**src/rtl/gradient_pkg.sv**
```systemverilog
// Shared types for the gradient post-processing stages: direction codes,
// default Q8 tangent thresholds and the signed Gx/Gy pair.
package gradient_pkg;

  typedef enum logic [1:0] {DIR_0, DIR_45, DIR_90, DIR_135} dir_t;

  localparam int TAN22_Q8_DEF = 106;
  localparam int TAN67_Q8_DEF = 618;
  localparam int GRAD_W       = 16;

  typedef struct packed {
    logic signed [GRAD_W-1:0] gy;
    logic signed [GRAD_W-1:0] gx;
  } grad_pair_t;

endpackage

```
**src/rtl/gradient_mag_dir_strobe_delay_line.sv**
```systemverilog
// Fixed-depth shift register for sideband strobes; latency DEPTH cycles,
// never stalls, clears to zero on reset so no X strobes escape.
module strobe_delay_line #(
  parameter int DEPTH = 4,
  parameter int WIDTH = 2
) (
  input  logic             i_clk,
  input  logic             i_aresetn,
  input  logic [WIDTH-1:0] i_dat,
  output logic [WIDTH-1:0] o_dat
);

  logic [DEPTH-1:0][WIDTH-1:0] shift_q, shift_d;

  always_comb begin
    shift_d    = shift_q;
    shift_d[0] = i_dat;
    for (int i = 1; i < DEPTH; i++) begin
      shift_d[i] = shift_q[i-1];
    end
  end

  always_ff @(posedge i_clk or negedge i_aresetn) begin
    if (!i_aresetn) begin
      shift_q <= '0;
    end else begin
      shift_q <= shift_d;
    end
  end

  assign o_dat = shift_q[DEPTH-1];

endmodule

```
**src/rtl/gradient_mag_dir.sv**
```systemverilog
// L1 gradient magnitude, quantised direction and per-frame max magnitude.
// Latency 4 cycles, free-running pipeline with no backpressure.
module gradient_mag_dir
  import gradient_pkg::*;
#(
  parameter int IN_WIDTH  = 16,
  parameter int MAG_WIDTH = 8,
  parameter int MAG_SHIFT = 2,
  parameter int TAN22_Q8  = TAN22_Q8_DEF,
  parameter int TAN67_Q8  = TAN67_Q8_DEF
) (
  input  logic                  i_clk,
  input  logic                  i_aresetn,
  input  logic [2*IN_WIDTH-1:0] i_Gx_Gy_vector,
  input  logic                  i_data_valid,
  input  logic                  i_start_of_frame,
  output logic [MAG_WIDTH-1:0]  o_magnitude,
  output logic [1:0]            o_direction,
  output logic                  o_data_valid,
  output logic                  o_start_of_frame,
  output logic [IN_WIDTH:0]     o_frame_max_mag,
  output logic                  o_frame_max_valid
);

  localparam int PW = IN_WIDTH + 10;
  localparam logic [IN_WIDTH:0] MAG_MAX = (IN_WIDTH+1)'((1 << MAG_WIDTH) - 1);

  logic [2*IN_WIDTH-1:0] vec_q, vec_d;
  logic [IN_WIDTH-1:0]   ax_q, ax_d, ay_q, ay_d;
  logic                  sx1_q, sx1_d, sy1_q, sy1_d;
  logic [IN_WIDTH:0]     sum2_q, sum2_d;
  logic [PW-1:0]         ay256_q, ay256_d, ax22_q, ax22_d, ax67_q, ax67_d;
  logic                  sx2_q, sx2_d, sy2_q, sy2_d;
  logic [MAG_WIDTH-1:0]  mag3_q, mag3_d;
  dir_t                  dir3_q, dir3_d;
  logic [IN_WIDTH:0]     sum3_q, sum3_d;
  logic [MAG_WIDTH-1:0]  mag_q, mag_d;
  dir_t                  dir_q, dir_d;
  logic                  vld_q, vld_d, sof_q, sof_d;
  logic [IN_WIDTH:0]     run_max_q, run_max_d, fmax_q, fmax_d;
  logic                  fmax_vld_q, fmax_vld_d;
  logic [IN_WIDTH:0]     shifted;
  logic                  dl_vld, dl_sof;

  // sof only counts when it rides on a valid pixel
  strobe_delay_line #(.DEPTH(4), .WIDTH(2)) u_strobe_dl (
    .i_clk     (i_clk),
    .i_aresetn (i_aresetn),
    .i_dat     ({i_data_valid, i_start_of_frame & i_data_valid}),
    .o_dat     ({dl_vld, dl_sof})
  );

  always_comb begin
    vec_d = i_Gx_Gy_vector;

    // two's complement negate of the most negative value yields exactly 2^(W-1)
    sx1_d = vec_q[IN_WIDTH-1];
    sy1_d = vec_q[2*IN_WIDTH-1];
    ax_d  = sx1_d ? (~vec_q[IN_WIDTH-1:0] + IN_WIDTH'(1)) : vec_q[IN_WIDTH-1:0];
    ay_d  = sy1_d ? (~vec_q[2*IN_WIDTH-1:IN_WIDTH] + IN_WIDTH'(1))
                  : vec_q[2*IN_WIDTH-1:IN_WIDTH];

    sum2_d  = {1'b0, ax_q} + {1'b0, ay_q};
    ay256_d = {2'b00, ay_q, 8'h00};
    ax22_d  = PW'(ax_q) * PW'(TAN22_Q8);
    ax67_d  = PW'(ax_q) * PW'(TAN67_Q8);
    sx2_d   = sx1_q;
    sy2_d   = sy1_q;

    shifted = sum2_q >> MAG_SHIFT;
    mag3_d  = (shifted > MAG_MAX) ? '1 : shifted[MAG_WIDTH-1:0];
    sum3_d  = sum2_q;
    if (ay256_q <= ax22_q) begin
      dir3_d = DIR_0;
    end else if (ay256_q >= ax67_q) begin
      dir3_d = DIR_90;
    end else if (sx2_q == sy2_q) begin
      dir3_d = DIR_45;
    end else begin
      dir3_d = DIR_135;
    end

    mag_d = mag3_q;
    dir_d = dir3_q;
    vld_d = dl_vld;
    sof_d = dl_sof;

    run_max_d  = run_max_q;
    fmax_d     = fmax_q;
    fmax_vld_d = 1'b0;
    if (dl_vld) begin
      if (dl_sof) begin
        fmax_d     = run_max_q;
        fmax_vld_d = 1'b1;
        run_max_d  = sum3_q;
      end else if (sum3_q > run_max_q) begin
        run_max_d = sum3_q;
      end
    end
  end

  always_ff @(posedge i_clk or negedge i_aresetn) begin
    if (!i_aresetn) begin
      vec_q      <= '0;
      ax_q       <= '0;
      ay_q       <= '0;
      sx1_q      <= 1'b0;
      sy1_q      <= 1'b0;
      sum2_q     <= '0;
      ay256_q    <= '0;
      ax22_q     <= '0;
      ax67_q     <= '0;
      sx2_q      <= 1'b0;
      sy2_q      <= 1'b0;
      mag3_q     <= '0;
      dir3_q     <= DIR_0;
      sum3_q     <= '0;
      mag_q      <= '0;
      dir_q      <= DIR_0;
      vld_q      <= 1'b0;
      sof_q      <= 1'b0;
      run_max_q  <= '0;
      fmax_q     <= '0;
      fmax_vld_q <= 1'b0;
    end else begin
      vec_q      <= vec_d;
      ax_q       <= ax_d;
      ay_q       <= ay_d;
      sx1_q      <= sx1_d;
      sy1_q      <= sy1_d;
      sum2_q     <= sum2_d;
      ay256_q    <= ay256_d;
      ax22_q     <= ax22_d;
      ax67_q     <= ax67_d;
      sx2_q      <= sx2_d;
      sy2_q      <= sy2_d;
      mag3_q     <= mag3_d;
      dir3_q     <= dir3_d;
      sum3_q     <= sum3_d;
      mag_q      <= mag_d;
      dir_q      <= dir_d;
      vld_q      <= vld_d;
      sof_q      <= sof_d;
      run_max_q  <= run_max_d;
      fmax_q     <= fmax_d;
      fmax_vld_q <= fmax_vld_d;
    end
  end

  assign o_magnitude       = mag_q;
  assign o_direction       = dir_q;
  assign o_data_valid      = vld_q;
  assign o_start_of_frame  = sof_q;
  assign o_frame_max_mag   = fmax_q;
  assign o_frame_max_valid = fmax_vld_q;

endmodule

```
**config.mk**
```make
export PLATFORM = sky130hd
export DESIGN_NAME = gradient_mag_dir
export DESIGN_NICKNAME = d
export VERILOG_FILES = /design/src/rtl/gradient_pkg.sv /design/src/rtl/gradient_mag_dir_strobe_delay_line.sv /design/src/rtl/gradient_mag_dir.sv
export SDC_FILE = /design/constraint.sdc
export NUM_CORES = 1
export LEC_CHECK = 0
export BUFFER_PORTS_ARGS = -buffer_cell sky130_fd_sc_hd__clkbuf_2
export CELL_PAD_IN_SITES_DETAIL_PLACEMENT = 1
export CELL_PAD_IN_SITES_GLOBAL_PLACEMENT = 1
export CORE_MARGIN = 2
export CORE_UTILIZATION = 29
export DETAILED_ROUTE_END_ITERATION = 10
export MAX_ROUTING_LAYER = met4
export PLACE_DENSITY = 0.53
export SLEW_MARGIN = 10
export SYNTH_ARGS = -nofsm -noshare
export SYNTH_HDL_FRONTEND = slang
export SYNTH_HIERARCHICAL = 1
export SYNTH_SLANG_ARGS = --single-unit
```
**constraint.sdc**
```tcl
create_clock -name i_clk -period 4.9 [get_ports i_clk]
set_input_delay 0.735 -clock i_clk [delete_from_list [all_inputs] [get_ports i_clk]]
set_output_delay 0.735 -clock i_clk [all_outputs]
set_load 0.03 [all_outputs]
```
Word level (Yosys, flattened, before mapping)
Cells that the tools add are included. W data, S select, Z words.

Equal/unequal tests: 1. Add/sub/neg operators: 3. Reduce and logical (&&, ||, !) cells: 3. Muxes and demuxes: 10. Multiply operators: 2. Shift operators: 0. $lt $le $gt $ge: 4. Bitwise operators: 3. Divide/modulo/power cells: 0.

Operators with widths (number): $mux W17 (2); $add A16 B1 Y16 const B (2); $mux W16 (2); $not A16 Y16 (2); $ge A24 B26 Y1 (1); $mul A16 B9 Y25 const B (1); $le A24 B23 Y1 (1); $mul A16 B6 Y22 const B (1); $add A16 B16 Y17 (1); $gt A17 B17 Y1 (1); $gt A15 B8 Y1 const B (1); $mux W8 (1); $mux W2 (3); $reduce_and A2 Y1 (2); $mux W1 (2); $reduce_bool A2 Y1 (1); $and A1 B1 Y1 (1); $eq A1 B1 Y1 (1).

Memories: 0. Bits of input ports: 36. Bits in latches: 0. Bits in writable memories: 0. Word-level logic and storage cells: 51. Memory bits (read-only): 0. Flip-flop bits (word level): 230. Output and inout port bits: 30.

Depth between registers and ports, before layout
Gate-level depths: netlist (run 1).

Depth after elaboration: 4. Gate-level depth with buffers: 16.

Hierarchy
The synthesis (run 1) kept the hierarchy.

By module, submodules not included: gradient_mag_dir (area an instance 12783.5 µm², cells each 1147, sequential area each 5455.2 µm², instances 1); strobe_delay_line (area an instance 200.2 µm², cells each 8, sequential area each 200.2 µm², instances 1).

Worst setup path after synthesis (run 1)
Ideal clock, no wire load.

Path type: flip-flop to flip-flop. From: register ax_q[8]. To: register ax67_q[23]. Path buffers: 0. Slack: 0.862 ns. Stages on the path, launching flop included: 15. Data arrival time: 3.910 ns. Required time: 4.772 ns. Cells stage by stage: dfrtp_1 ha_1 fa_1 fa_1 inv_1 fa_1 inv_1 ha_1 o21a_1 o21ai_1 nor3b_1 a21bo_2 a31oi_1 mux2i_1 nand3_1.

Cells in the longest elaborated chain, start to end: 1.

Ends and longest elaborated chain: start: declaration (line gradient_mag_dir.sv:29) `logic [IN_WIDTH-1:0] ax_q, ax_d, ay_q, ay_d;`; start signal: assignment (line gradient_mag_dir.sv:105) `ax_q <= '0;`; start signal: assignment (line gradient_mag_dir.sv:127) `ax_q <= ax_d;`; $mul A16 B9 Y25 (line gradient_mag_dir.sv:66) `ax67_d = PW'(ax_q) * PW'(TAN67_Q8);`; named net ax67_d[23] (line gradient_mag_dir.sv:32) `logic [PW-1:0] ay256_q, ay256_d, ax22_q, ax22_d, ax67_q, ax67_d;`; end signal: assignment (line gradient_mag_dir.sv:112) `ax67_q <= '0;`; end signal: assignment (line gradient_mag_dir.sv:134) `ax67_q <= ax67_d;`; end: declaration (line gradient_mag_dir.sv:32).

The timed path passes the listed nets, and every way through them passes these cells. A chain may end at the register's enable or synchronous reset.

Worst setup path after layout (run 1)
From: register ax_q[5]. To: register ax67_q[23].

Same word-level chain as after synthesis.

==> metrics.csv, run 1 <==
metric,value,unit
number of global-route vias before repair,9052,
switching power,3.92,mW
most frequent standard cell in the layout excluding fill and tap cells,sky130_fd_sc_hd__dfrtp_1,
clock group share of total power,0.237,
number of resized instances in the post-cts repair step,0,
final critical-path required period,4420,ps
1st-pass router iterations,4,
worst slew margin relative to its limit,0.365,
total routing resource utilization after global routing,0.137,
measured slew at the worst slew-check pin,953,ps
Core ar.,44200,sq um
insertion delay of the later-clocked pin in the worst-skew pair,560,ps
power density over the cells,656,nW/um^2
setup slack of the critical path after layout,480,ps
reg-to-reg setup timing slack,480,ps
Hold Buf Count CTS,0,
number of vias in the routed layout,8131,
Syn Nets,1430,
sum of overflow across all layers after global routing,0,
share of final-layout standard cells stronger than drive strength 1,0.122,
average routed wire per standard cell,15.8,microns
maximum number of pins on one net before global-route repair,121,
wire length of the first global-routing pass,49000,microns
number of top-level design ports,66,
placed wire-length estimate,23700,microns
initial DRC count,317,
skew final,18.4,ps
clock-pin slew on the worst setup and hold paths,60,ps
H-Tree Depth,1,
effective utilization at floorplan,0.294,
"Data required, critical path",5330,ps
total number of placement rows,77,
number of distinct library cell variants in the gate-level netlist after synthesis,58,
die outline width,216,microns
cell count after synthesis,1155,
CP Capture Type,register,
number of vias per cell after detailed routing,4.38,
Final Slew Violations,0,
Total Negative Setup Slacks,0,ps
cts bufs inserted,26,
overall routed net length,29400,microns
floorplan die height,216,microns
fmax,226,MHz
area added between synthesis and finish,16.5,%
final net count,1520,
Worst Path Arrival,4850,ps
Routed Antenna Nets,0,
Static Leakage,7.54,nW
number of design rule violations left after detail routing,0,
GP Congestion,0.779,
async set-reset flop share out of synthesis,1.00,
CP Class,reg2reg,
final hold violation count,0,
library cell with the largest summed area after synthesis,sky130_fd_sc_hd__dfrtp_1,
antenna violations before repair,0,
share of the clock period used by the worst path,0.902,
fraction of the yosys area taken by sequential cells,0.436,
Critical Path Start Type,register,
share of total power in combinational logic,0.496,
number of warning messages in the yosys log,6,
setup repair after global routing missed its margin,false,
Port Buffers,65,
final setup violation count,0,
Clock Sinks,226,
TritonCTS clock tree,done,
status,completed,
buffer count from post-CTS setup fixing,0,
largest cells by area after synthesis,"sky130_fd_sc_hd__dfrtp_1 (44%), sky130_fd_sc_hd__ha_1 (18%), sky130_fd_sc_hd__fa_1 (8.3%), sky130_fd_sc_hd__inv_1 (6.0%), sky130_fd_sc_hd__xnor2_1 (3.4%)",
internal power summed over all cells,6.01,mW
Worst IR Drop VDD,0.000333,V
share of Yosys cell area claimed by the top area cell type,0.436,
net switching share of the total power,0.395,
"Primary FF master, synth",sky130_fd_sc_hd__dfrtp_1,
worst slack at placement,446,ps
register share of total power,0.266,
Die Outline Area,46500,sq um
Hold/Removal Path Class,in2async,
Post-synth EDFFs,0,
Max Buffers Root-to-Sink,3,
cell area after synthesis,13000,sq um
highest-count cells in the layout ignoring fill and taps,"sky130_fd_sc_hd__dfrtp_1 (226), sky130_fd_sc_hd__inv_1 (206), sky130_fd_sc_hd__ha_1 (185)",
Avg Synthesized Cell Area,11.2,sq um
max-capacitance violation count,0,
top fanout value on the critical path,7,
fillers,4907,
CTS root buf,sky130_fd_sc_hd__clkbuf_16,
worst hold slack across all endpoints,210,ps
flop and latch count out of synthesis,226,
## worst max-delay path, cell delays in order, from the launching register on
cell and delay [ps]:
sky130_fd_sc_hd__dfrtp_1 540, sky130_fd_sc_hd__ha_1 320, sky130_fd_sc_hd__fa_1 510, sky130_fd_sc_hd__fa_1 490
sky130_fd_sc_hd__inv_1 50, sky130_fd_sc_hd__fa_1 520, sky130_fd_sc_hd__inv_1 40, sky130_fd_sc_hd__ha_1 330
sky130_fd_sc_hd__o21a_1 200, sky130_fd_sc_hd__o21ai_1 240, sky130_fd_sc_hd__nor3b_1 150, sky130_fd_sc_hd__a21bo_2 250
sky130_fd_sc_hd__a31oi_1 320, sky130_fd_sc_hd__mux2i_1 230, sky130_fd_sc_hd__nand3_1 90
## flip-flops by register name, summed over array words and instances, names as in the netlist
signal               count
o_magnitude              8
o_data_valid             1
vec_q                   32
u_strobe_dl/shift_d      6
ay256_q                 16
sx1_q                    1
mag3_q                   8
run_max_q               17
ax22_q                  18
sy1_q                    1
dir3_q                   2
sy2_q                    1
sx2_q                    1
o_frame_max_valid        1
o_start_of_frame         1
o_frame_max_mag         17
ay_q                    16
o_direction              2
ax_q                    16
ax67_q                  25
sum2_q                  17
sum3_q                  17
u_strobe_dl/o_dat        2
## cells in the mapped netlist (2+ instances only)
cell type,number
sky130_fd_sc_hd__nor2b_1,10
sky130_fd_sc_hd__o31ai_1,5
sky130_fd_sc_hd__and4_1,2
sky130_fd_sc_hd__a21oi_1,58
sky130_fd_sc_hd__o21ai_0,45
sky130_fd_sc_hd__o22ai_1,3
sky130_fd_sc_hd__nor4_1,10
sky130_fd_sc_hd__mux2_1,10
sky130_fd_sc_hd__dfrtp_1,226
sky130_fd_sc_hd__xor2_1,28
sky130_fd_sc_hd__o21bai_1,4
sky130_fd_sc_hd__or4_1,6
sky130_fd_sc_hd__nor2_1,46
sky130_fd_sc_hd__nor3_1,8
sky130_fd_sc_hd__o41ai_2,3
sky130_fd_sc_hd__fa_1,54
sky130_fd_sc_hd__o41ai_1,3
sky130_fd_sc_hd__a31oi_1,10
sky130_fd_sc_hd__nand3b_1,2
sky130_fd_sc_hd__a211oi_1,7
sky130_fd_sc_hd__a211o_2,2
sky130_fd_sc_hd__nand2_1,36
sky130_fd_sc_hd__mux2_2,8
sky130_fd_sc_hd__o21a_1,11
sky130_fd_sc_hd__a21o_1,27
sky130_fd_sc_hd__o21ai_1,6
sky130_fd_sc_hd__nand3_1,10
sky130_fd_sc_hd__ha_1,185
sky130_fd_sc_hd__a311oi_2,2
sky130_fd_sc_hd__clkbuf_1,7
sky130_fd_sc_hd__and2_1,4
sky130_fd_sc_hd__nand2b_1,9
sky130_fd_sc_hd__xnor2_1,51
sky130_fd_sc_hd__a211o_1,3
sky130_fd_sc_hd__inv_1,206
sky130_fd_sc_hd__and3_1,10
sky130_fd_sc_hd__a21oi_2,2
sky130_fd_sc_hd__or2_2,11
sky130_fd_sc_hd__nand4_1,6
## power by group through the flow
stage / Sequential [mW] / Clock (mW) / Combinational, mW
floorplan: 2.72 / 0 / 3.58
global placement: 2.67 / 0 / 4.94
detailed placement: 2.69 / 0 / 5.00
CTS: 2.66 / 2.43 / 5.04
global route: 2.71 / 2.53 / 5.69
finish: 2.64 / 2.35 / 4.92
## stage by stage
| stage | cell area [sq um] | power (mW) | cells | util |
|---|---|---|---|---|
| 6_report | 15100 | 9.92 | 1858 | 0.342 |
| 5_1_grt | 15100 | 10.9 | 1857 | 0.342 |
| 4_1_cts | 15100 | 10.1 | 1857 | 0.342 |
| 3_5_place_dp | 14100 | 7.68 | 1809 | 0.318 |
| 3_3_place_gp | 14100 | 7.61 | 1809 | 0.318 |
| 2_1_floorplan | 13000 | 6.29 | 1155 | - |
## cell families after synthesis
group / share of synthesized area
mux: 0.0164
simple gates: 0.0694
flops: 0.436
compound gates: 0.101
xor+xnor: 0.0533
fa+ha+maj: 0.262
buf+inv: 0.0624
## area by class of cell
cell class / instances / area, sq um / share of cell area
Multi-Input combinational cell: 715 / 6520 / 0.431
Tap cell: 592 / 741 / 0.0490
Timing Repair Buffer: 70 / 385 / 0.0255
Antenna cell: 1 / 2.50 / 0.000165
Clock inverter: 21 / 392 / 0.0259
Clock buffer: 27 / 664 / 0.0439
Sequential cell: 226 / 5660 / 0.374
Inverter: 206 / 773 / 0.0511
## path summary, 6_finish.rpt
check,startpoint,to,depth (start not counted)
max,ax_q[5]$_DFF_PN0_,ax67_q[23]$_DFF_PN0_,14
min,i_aresetn,o_frame_max_mag[1]$_DFFE_PN0P_,1
max reg2reg,ax_q[5]$_DFF_PN0_,ax67_q[23]$_DFF_PN0_,14
min reg2reg,u_strobe_dl/shift_d[3]$_DFF_PN0_,u_strobe_dl/shift_d[5]$_DFF_PN0_,0
max in group asynchronous,i_aresetn,sum2_q[12]$_DFF_PN0_,2
min in group i_clk,i_Gx_Gy_vector[5],vec_q[5]$_DFF_PN0_,1
## per-layer routing
metal | part of all wire | GRT usage
met5 | 0 | -
met4 | 0.019 | 0.0280
met3 | 0.029 | 0.0189
met2 | 0.45 | 0.216
met1 | 0.50 | 0.190
Power figures use the tool's default switching activity.
==> inputs of run 2 (changes only) <==
--- a/config.mk
+++ b/config.mk
@@ -11,7 +11,6 @@
 export CORE_MARGIN = 2
 export CORE_UTILIZATION = 29
 export DETAILED_ROUTE_END_ITERATION = 10
-export MAX_ROUTING_LAYER = met4
 export PLACE_DENSITY = 0.53
 export SLEW_MARGIN = 10
 export SYNTH_ARGS = -nofsm -noshare
==> run 2 against run 1 <==
  * First-iteration DRC count increased by 3.8%
  * Hold slack better by 3.3 ps
  * Non-clock buffer count unchanged
  * Sequential share of layout area unchanged
  * Total power hardly changed
  * Core utilization stayed put
==> metrics.csv, run 2 (synthesized netlist as in run 1, its figures left out) <==
metric,value,unit,change
status,completed,,unchanged
total number of placement rows,77,,unchanged
power density over the cells,656,nW/um^2,about the same
switching power,3.91,mW,was 3.92 mW
1st-pass router iterations,4,,unchanged
clock-pin slew on the worst setup and hold paths,60,ps,about the same
internal power summed over all cells,6.01,mW,about the same
overall routed net length,29300,microns,was 29400 microns
Final Slew Violations,0,,unchanged
r2r worst-path depth,14,,unchanged
Static Leakage,7.54,nW,unchanged
Die Outline Area,46500,sq um,unchanged
Clock Sinks,226,,unchanged
cts bufs inserted,26,,unchanged
Reg with most FFs,vec_q,,unchanged
setup slack of the critical path after layout,484,ps,was 480 ps
Port Buffers,65,,unchanged
insertion delay of the later-clocked pin in the worst-skew pair,560,ps,about the same
CP Capture Type,register,,unchanged
effective utilization at floorplan,0.294,,unchanged
Routed Antenna Nets,0,,unchanged
CP max stage delay,540,ps,about the same
H-Tree Depth,1,,unchanged
initial DRC count,329,,was 317
most frequent standard cell in the layout excluding fill and tap cells,sky130_fd_sc_hd__dfrtp_1,,unchanged
TritonCTS clock tree,done,,unchanged
clock group share of total power,0.237,,about the same
buffer count from post-CTS setup fixing,0,,unchanged
number of flip-flops under the largest register name,32,,unchanged
Most Frequent Cell on Critical Path,sky130_fd_sc_hd__fa_1,,unchanged
floorplan die height,216,microns,unchanged
Hold/Removal Path Class,in2async,,unchanged
"Data required, critical path",5330,ps,about the same
number of vias per cell after detailed routing,4.38,,about the same
highest-count cells in the layout ignoring fill and taps,"sky130_fd_sc_hd__dfrtp_1 (226), sky130_fd_sc_hd__inv_1 (206), sky130_fd_sc_hd__ha_1 (185)",,unchanged
Worst Path Arrival,4850,ps,about the same
Total Negative Setup Slacks,0,ps,unchanged
sum of overflow across all layers after global routing,0,,unchanged
setup repair after global routing missed its margin,false,,unchanged
maximum number of pins on one net before global-route repair,121,,unchanged
CP Class,reg2reg,,unchanged
final setup violation count,0,,unchanged
average routed wire per standard cell,15.8,microns,about the same
skew final,18.2,ps,was 18.4 ps
worst hold slack across all endpoints,213,ps,was 210 ps
antenna violations before repair,0,,unchanged
number of vias in the routed layout,8144,,was 8131
post-placement cell area,14100,sq um,unchanged
utilization after layout,0.342,,unchanged
fmax,226,MHz,about the same
final net count,1520,,unchanged
GP Congestion,0.768,,was 0.779
total routing resource utilization after global routing,0.133,,was 0.137
die outline width,216,microns,unchanged
share of total power in combinational logic,0.497,,was 0.496
number of top-level design ports,66,,unchanged
"Non-Filler Cell Area, Final",15100,sq um,unchanged
Hold Buf Count CTS,0,,unchanged
final critical-path required period,4420,ps,about the same
CP Depth,14,,unchanged
Max Buffers Root-to-Sink,3,,unchanged
share of the clock period used by the worst path,0.901,,was 0.902
final hold violation count,0,,unchanged
net switching share of the total power,0.395,,about the same
top fanout value on the critical path,7,,unchanged
max-capacitance violation count,0,,unchanged
Crit-path slowest cell,sky130_fd_sc_hd__dfrtp_1,,unchanged
wire length of the first global-routing pass,49000,microns,about the same
worst slew margin relative to its limit,0.371,,was 0.365
CTS root buf,sky130_fd_sc_hd__clkbuf_16,,unchanged
number of resized instances in the post-cts repair step,0,,unchanged
number of global-route vias before repair,9068,,was 9052
buffer and inverter count on the worst path,2,,unchanged
share of final-layout standard cells stronger than drive strength 1,0.122,,unchanged
worst slack at placement,446,ps,unchanged
Core ar.,44200,sq um,unchanged
Worst IR Drop VDD,0.000333,V,about the same
Critical Path Start Type,register,,unchanged
measured slew at the worst slew-check pin,943,ps,was 953 ps
number of design rule violations left after detail routing,0,,unchanged
series of cell instances along the critical path,ha_1 -> fa_1 -> fa_1 -> inv_1 -> fa_1 -> inv_1 -> ha_1 -> o21a_1 -> o21ai_1 -> nor3b_1 -> a21bo_2 -> a31oi_1 -> mux2i_1 -> nand3_1,,unchanged
top flop regs,"vec_q (32), ax67_q (25), ax22_q (18)",,unchanged
placed wire-length estimate,23700,microns,unchanged
register share of total power,0.266,,about the same
area added between synthesis and finish,16.5,%,unchanged
cell type group with the largest total delay on the critical path,adder cells,,unchanged
## run 2: cell counts in the layout (fill, tap and decap cells not counted)
No cell type changed its count.
## run 2: final cells by class
class,instances,area [sq um]
Clock buffer,27,664
Tap cell,592,741
Multi-Input combinational cell,715,6520
Clock inverter,21,392
Antenna cell,1,2.50
Fill cell,4907,29100
Sequential cell,226,5660
Inverter,206,773
Timing Repair Buffer,70,385
## run 2: worst paths after layout
kind	end	start	slack, ps
min in group i_clk	vec_q[12]$_DFF_PN0_	i_Gx_Gy_vector[12]	290
worst min-delay path	o_frame_max_mag[1]$_DFFE_PN0P_	i_aresetn	210
worst max register to register	ax67_q[23]$_DFF_PN0_	ax_q[5]$_DFF_PN0_	480
max in group asynchronous	sum2_q[12]$_DFF_PN0_	i_aresetn	3550
worst min register to register	u_strobe_dl/shift_d[5]$_DFF_PN0_	u_strobe_dl/shift_d[3]$_DFF_PN0_	350
worst max-delay path	ax67_q[23]$_DFF_PN0_	ax_q[5]$_DFF_PN0_	480
## run 2: per-layer routing
metal | track usage | routed length (microns) | part of all wire
met5 | 0 | 0 | 0
met4 | 0.0280 | 560 | 0.019
met1 | 0.190 | 14600 | 0.50
met3 | 0.0189 | 885 | 0.030
met2 | 0.216 | 13300 | 0.45
## run 2: power by group through the flow
stage / registers, mW / clock network, mW / logic, mW
after global placement: 2.67 / 0 / 4.94
after floorplan: 2.72 / 0 / 3.58
after detailed placement: 2.69 / 0 / 5.00
after CTS: 2.66 / 2.43 / 5.04
after global routing: 2.71 / 2.52 / 5.69
final: 2.64 / 2.35 / 4.93
## run 2: metrics by stage
stage               instances  total power [mW]
floorplan                1155              6.29
global route             1857              10.9
finish                   1858              9.92
CTS                      1857              10.1
global placement         1809              7.61
detailed placement       1809              7.68
==> inputs of run 3 (changes only) <==
--- a/config.mk
+++ b/config.mk
@@ -9,9 +9,9 @@
 export CELL_PAD_IN_SITES_DETAIL_PLACEMENT = 1
 export CELL_PAD_IN_SITES_GLOBAL_PLACEMENT = 1
 export CORE_MARGIN = 2
-export CORE_UTILIZATION = 29
+export CORE_UTILIZATION = 40
 export DETAILED_ROUTE_END_ITERATION = 10
-export PLACE_DENSITY = 0.53
+export PLACE_DENSITY = 0.69
 export SLEW_MARGIN = 10
 export SYNTH_ARGS = -nofsm -noshare
 export SYNTH_HDL_FRONTEND = slang
==> constraint.sdc (replaced) <==
create_clock -name i_clk -period 4.5 [get_ports i_clk]
set_input_delay 0.9 -clock i_clk [delete_from_list [all_inputs] [get_ports i_clk]]
set_output_delay 0.9 -clock i_clk [all_outputs]
set_load 0.03 [all_outputs]
==> run 3 against run 2 <==
  * Total power grew 6.1%
  * Highest routed layer unchanged
  * Clock power is 9.4% lower
  * Cell area is 2.3% lower
  * Sequential cell count is the same
  * Sequential power rose by 9.5%
  * Clock-buffer cell count is 4 higher
  * Routed wire length shrank 1.5%
  * Critical path depth is 1 higher
==> metrics.csv, run 3 (synthesized netlist as in run 1, its figures left out) <==
metric,value,unit,change
status,completed,,unchanged
worst setup path end,ax67_q[22]$_DFF_PN0_,,was ax67_q[23]$_DFF_PN0_
share of the clock period used by the worst path,0.954,,was 0.901
effective utilization at floorplan,0.408,,was 0.294
r2r worst-path depth,15,,was 14
Worst Path Arrival,4710,ps,was 4850 ps
buffer and inverter count on the worst path,3,,was 2
Clock Sinks,226,,unchanged
Max Buffers Root-to-Sink,3,,unchanged
Crit-path slowest cell,sky130_fd_sc_hd__fa_1,,was sky130_fd_sc_hd__dfrtp_1
final setup violation count,0,,unchanged
clock-pin slew on the worst setup and hold paths,60,ps,about the same
Worst Setup SP,ax_q[8]$_DFF_PN0_,,was ax_q[5]$_DFF_PN0_
CP max stage delay,520,ps,was 540 ps
number of design rule violations left after detail routing,0,,unchanged
worst slew margin relative to its limit,0.405,,was 0.371
1st-pass router iterations,4,,unchanged
Worst IR Drop VDD,0.000412,V,was 0.000333 V
wire length of the first global-routing pass,48400,microns,was 49000 microns
highest-count cells in the layout ignoring fill and taps,"sky130_fd_sc_hd__dfrtp_1 (223), sky130_fd_sc_hd__inv_1 (206), sky130_fd_sc_hd__ha_1 (185)",,"was sky130_fd_sc_hd__dfrtp_1 (226), sky130_fd_sc_hd__inv_1 (206), sky130_fd_sc_hd__ha_1 (185)"
Die Outline Area,33900,sq um,was 46500 sq um
final critical-path required period,4290,ps,was 4420 ps
reg-to-reg setup timing slack,210,ps,was 480 ps
most frequent standard cell in the layout excluding fill and tap cells,sky130_fd_sc_hd__dfrtp_1,,unchanged
placed wire-length estimate,22900,microns,was 23700 microns
final net count,1522,,was 1520
Port Buffers,65,,unchanged
CP Depth,15,,was 14
Total Negative Setup Slacks,0,ps,unchanged
Hold Buf Count CTS,0,,unchanged
cts bufs inserted,26,,unchanged
"Data required, critical path",4920,ps,was 5330 ps
maximum number of pins on one net before global-route repair,101,,was 121
cell type group with the largest total delay on the critical path,adder cells,,unchanged
Critical Path Start Type,register,,unchanged
antenna diode count,0,,was 1
GP Congestion,0.803,,was 0.768
die outline width,184,microns,was 216 microns
startpoint of the worst-slack reg-to-reg timing path,ax_q[8]$_DFF_PN0_,,was ax_q[5]$_DFF_PN0_
Final Total Pwr,10.5,mW,was 9.92 mW
skew final,12.3,ps,was 18.2 ps
final hold violation count,0,,unchanged
share of final-layout standard cells stronger than drive strength 1,0.124,,was 0.122
CTS root buf,sky130_fd_sc_hd__clkbuf_16,,unchanged
setup repair after global routing missed its margin,false,,unchanged
floorplan die height,184,microns,was 216 microns
Most Frequent Cell on Critical Path,sky130_fd_sc_hd__fa_1,,unchanged
antenna violations before repair,2,,was 0
CP Class,reg2reg,,unchanged
Static Leakage,7.48,nW,was 7.54 nW
top flop regs,"vec_q (32), ax67_q (25), ax22_q (18)",,unchanged
total routing resource utilization after global routing,0.182,,was 0.133
number of global-route vias before repair,9332,,was 9068
area added between synthesis and finish,13.9,%,was 16.5%
Reg with most FFs,vec_q,,unchanged
CP Capture Type,register,,unchanged
Hold/Removal Path Class,in2async,,unchanged
top fanout value on the critical path,6,,was 7
Core ar.,31800,sq um,was 44200 sq um
Routed Antenna Nets,0,,unchanged
TritonCTS clock tree,done,,unchanged
measured slew at the worst slew-check pin,885,ps,was 943 ps
overall routed net length,28900,microns,was 29300 microns
number of vias per cell after detailed routing,4.90,,was 4.38
average routed wire per standard cell,17.0,microns,was 15.8 microns
destination of the worst register-to-register timing path,ax67_q[22]$_DFF_PN0_,,was ax67_q[23]$_DFF_PN0_
series of cell instances along the critical path,ha_1 -> fa_1 -> fa_1 -> inv_1 -> fa_1 -> inv_1 -> ha_1 -> o21a_1 -> o21ai_1 -> buf_4 -> o21ai_2 -> a31oi_4 -> a21oi_2 -> nor4_1 -> a211o_2,,was ha_1 -> fa_1 -> fa_1 -> inv_1 -> fa_1 -> inv_1 -> ha_1 -> o21a_1 -> o21ai_1 -> nor3b_1 -> a21bo_2 -> a31oi_1 -> mux2i_1 -> nand3_1
power density over the cells,712,nW/um^2,was 656 nW/um^2
Final Slew Violations,0,,unchanged
max-capacitance violation count,0,,unchanged
fmax,233,MHz,was 226 MHz
H-Tree Depth,1,,unchanged
insertion delay of the later-clocked pin in the worst-skew pair,540,ps,was 560 ps
total number of placement rows,65,,was 77
sum of overflow across all layers after global routing,0,,unchanged
number of flip-flops under the largest register name,32,,unchanged
number of vias in the routed layout,8314,,was 8144
number of top-level design ports,66,,unchanged
initial DRC count,234,,was 329
## run 3: timing repair
item | in CTS | in global routing
setup buffers | 0 | 0
endpoints found under the setup margin | 0 | 3
gates resized for setup | 0 | 6
## run 3: cell type report
| class | instances | area (sq um) |
|---|---|---|
| fillers | 3430 | 17000 |
| multi-input cells | 715 | 6540 |
| flip-flops and latches | 226 | 5660 |
| inverters | 206 | 773 |
| clock buffers | 31 | 709 |
| well taps | 435 | 544 |
| repair buffers | 72 | 400 |
| clock inverters | 13 | 161 |
## run 3: where the power goes
group	switching, mW	internal (mW)	leakage (nW)
combinational	3.20	2.31	4.41
sequential	0.280	2.61	2.64
clock	0.841	1.29	0.431
## run 3: how the worst min path moves through the flow
stage / endpoint / startpoint
floorplan: o_direction[0]$_DFF_PN0_ / dir3_q[0]$_DFF_PN0_
global placement: sum3_q[1]$_DFF_PN0_ / sum2_q[1]$_DFF_PN0_
global route: u_strobe_dl/o_dat[0]$_DFF_PN0_ / u_strobe_dl/shift_d[6]$_DFF_PN0_
finish: o_magnitude[0]$_DFF_PN0_ / i_aresetn
CTS: sum3_q[1]$_DFF_PN0_ / sum2_q[1]$_DFF_PN0_
detailed placement: sum3_q[1]$_DFF_PN0_ / sum2_q[1]$_DFF_PN0_
## run 3: through the flow
step / util / std cells / hold slack (ps) / setup WS [ps] / area, sq um
2_1_floorplan: - / 1155 / 331 / 462 / 13000
6_report: 0.465 / 1698 / 341 / 209 / 14800
3_5_place_dp: 0.437 / 1654 / 336 / 114 / 13900
4_1_cts: 0.464 / 1698 / 350 / 96.2 / 14800
5_1_grt: 0.465 / 1698 / 355 / 16.6 / 14800
3_3_place_gp: 0.437 / 1654 / 333 / 208 / 13900
## run 3: per-layer routing
metal	up-vias	GRT usage	wire, microns
met5	-	0	0
met2	119	0.319	14000
met4	0	0.0486	781
met1	4130	0.239	13100
met3	41	0.0217	935
li1	4024	-	-
## run 3: worst register-to-register path, cell delays in order (launching register included)
cell	delay [ps]
sky130_fd_sc_hd__dfrtp_1	470
sky130_fd_sc_hd__ha_1	390
sky130_fd_sc_hd__fa_1	490
sky130_fd_sc_hd__fa_1	500
sky130_fd_sc_hd__inv_1	60
sky130_fd_sc_hd__fa_1	520
sky130_fd_sc_hd__inv_1	40
sky130_fd_sc_hd__ha_1	330
sky130_fd_sc_hd__o21a_1	160
sky130_fd_sc_hd__o21ai_1	90
sky130_fd_sc_hd__buf_4	150
sky130_fd_sc_hd__o21ai_2	200
sky130_fd_sc_hd__a31oi_4	130
sky130_fd_sc_hd__a21oi_2	270
sky130_fd_sc_hd__nor4_1	80
sky130_fd_sc_hd__a211o_2	310
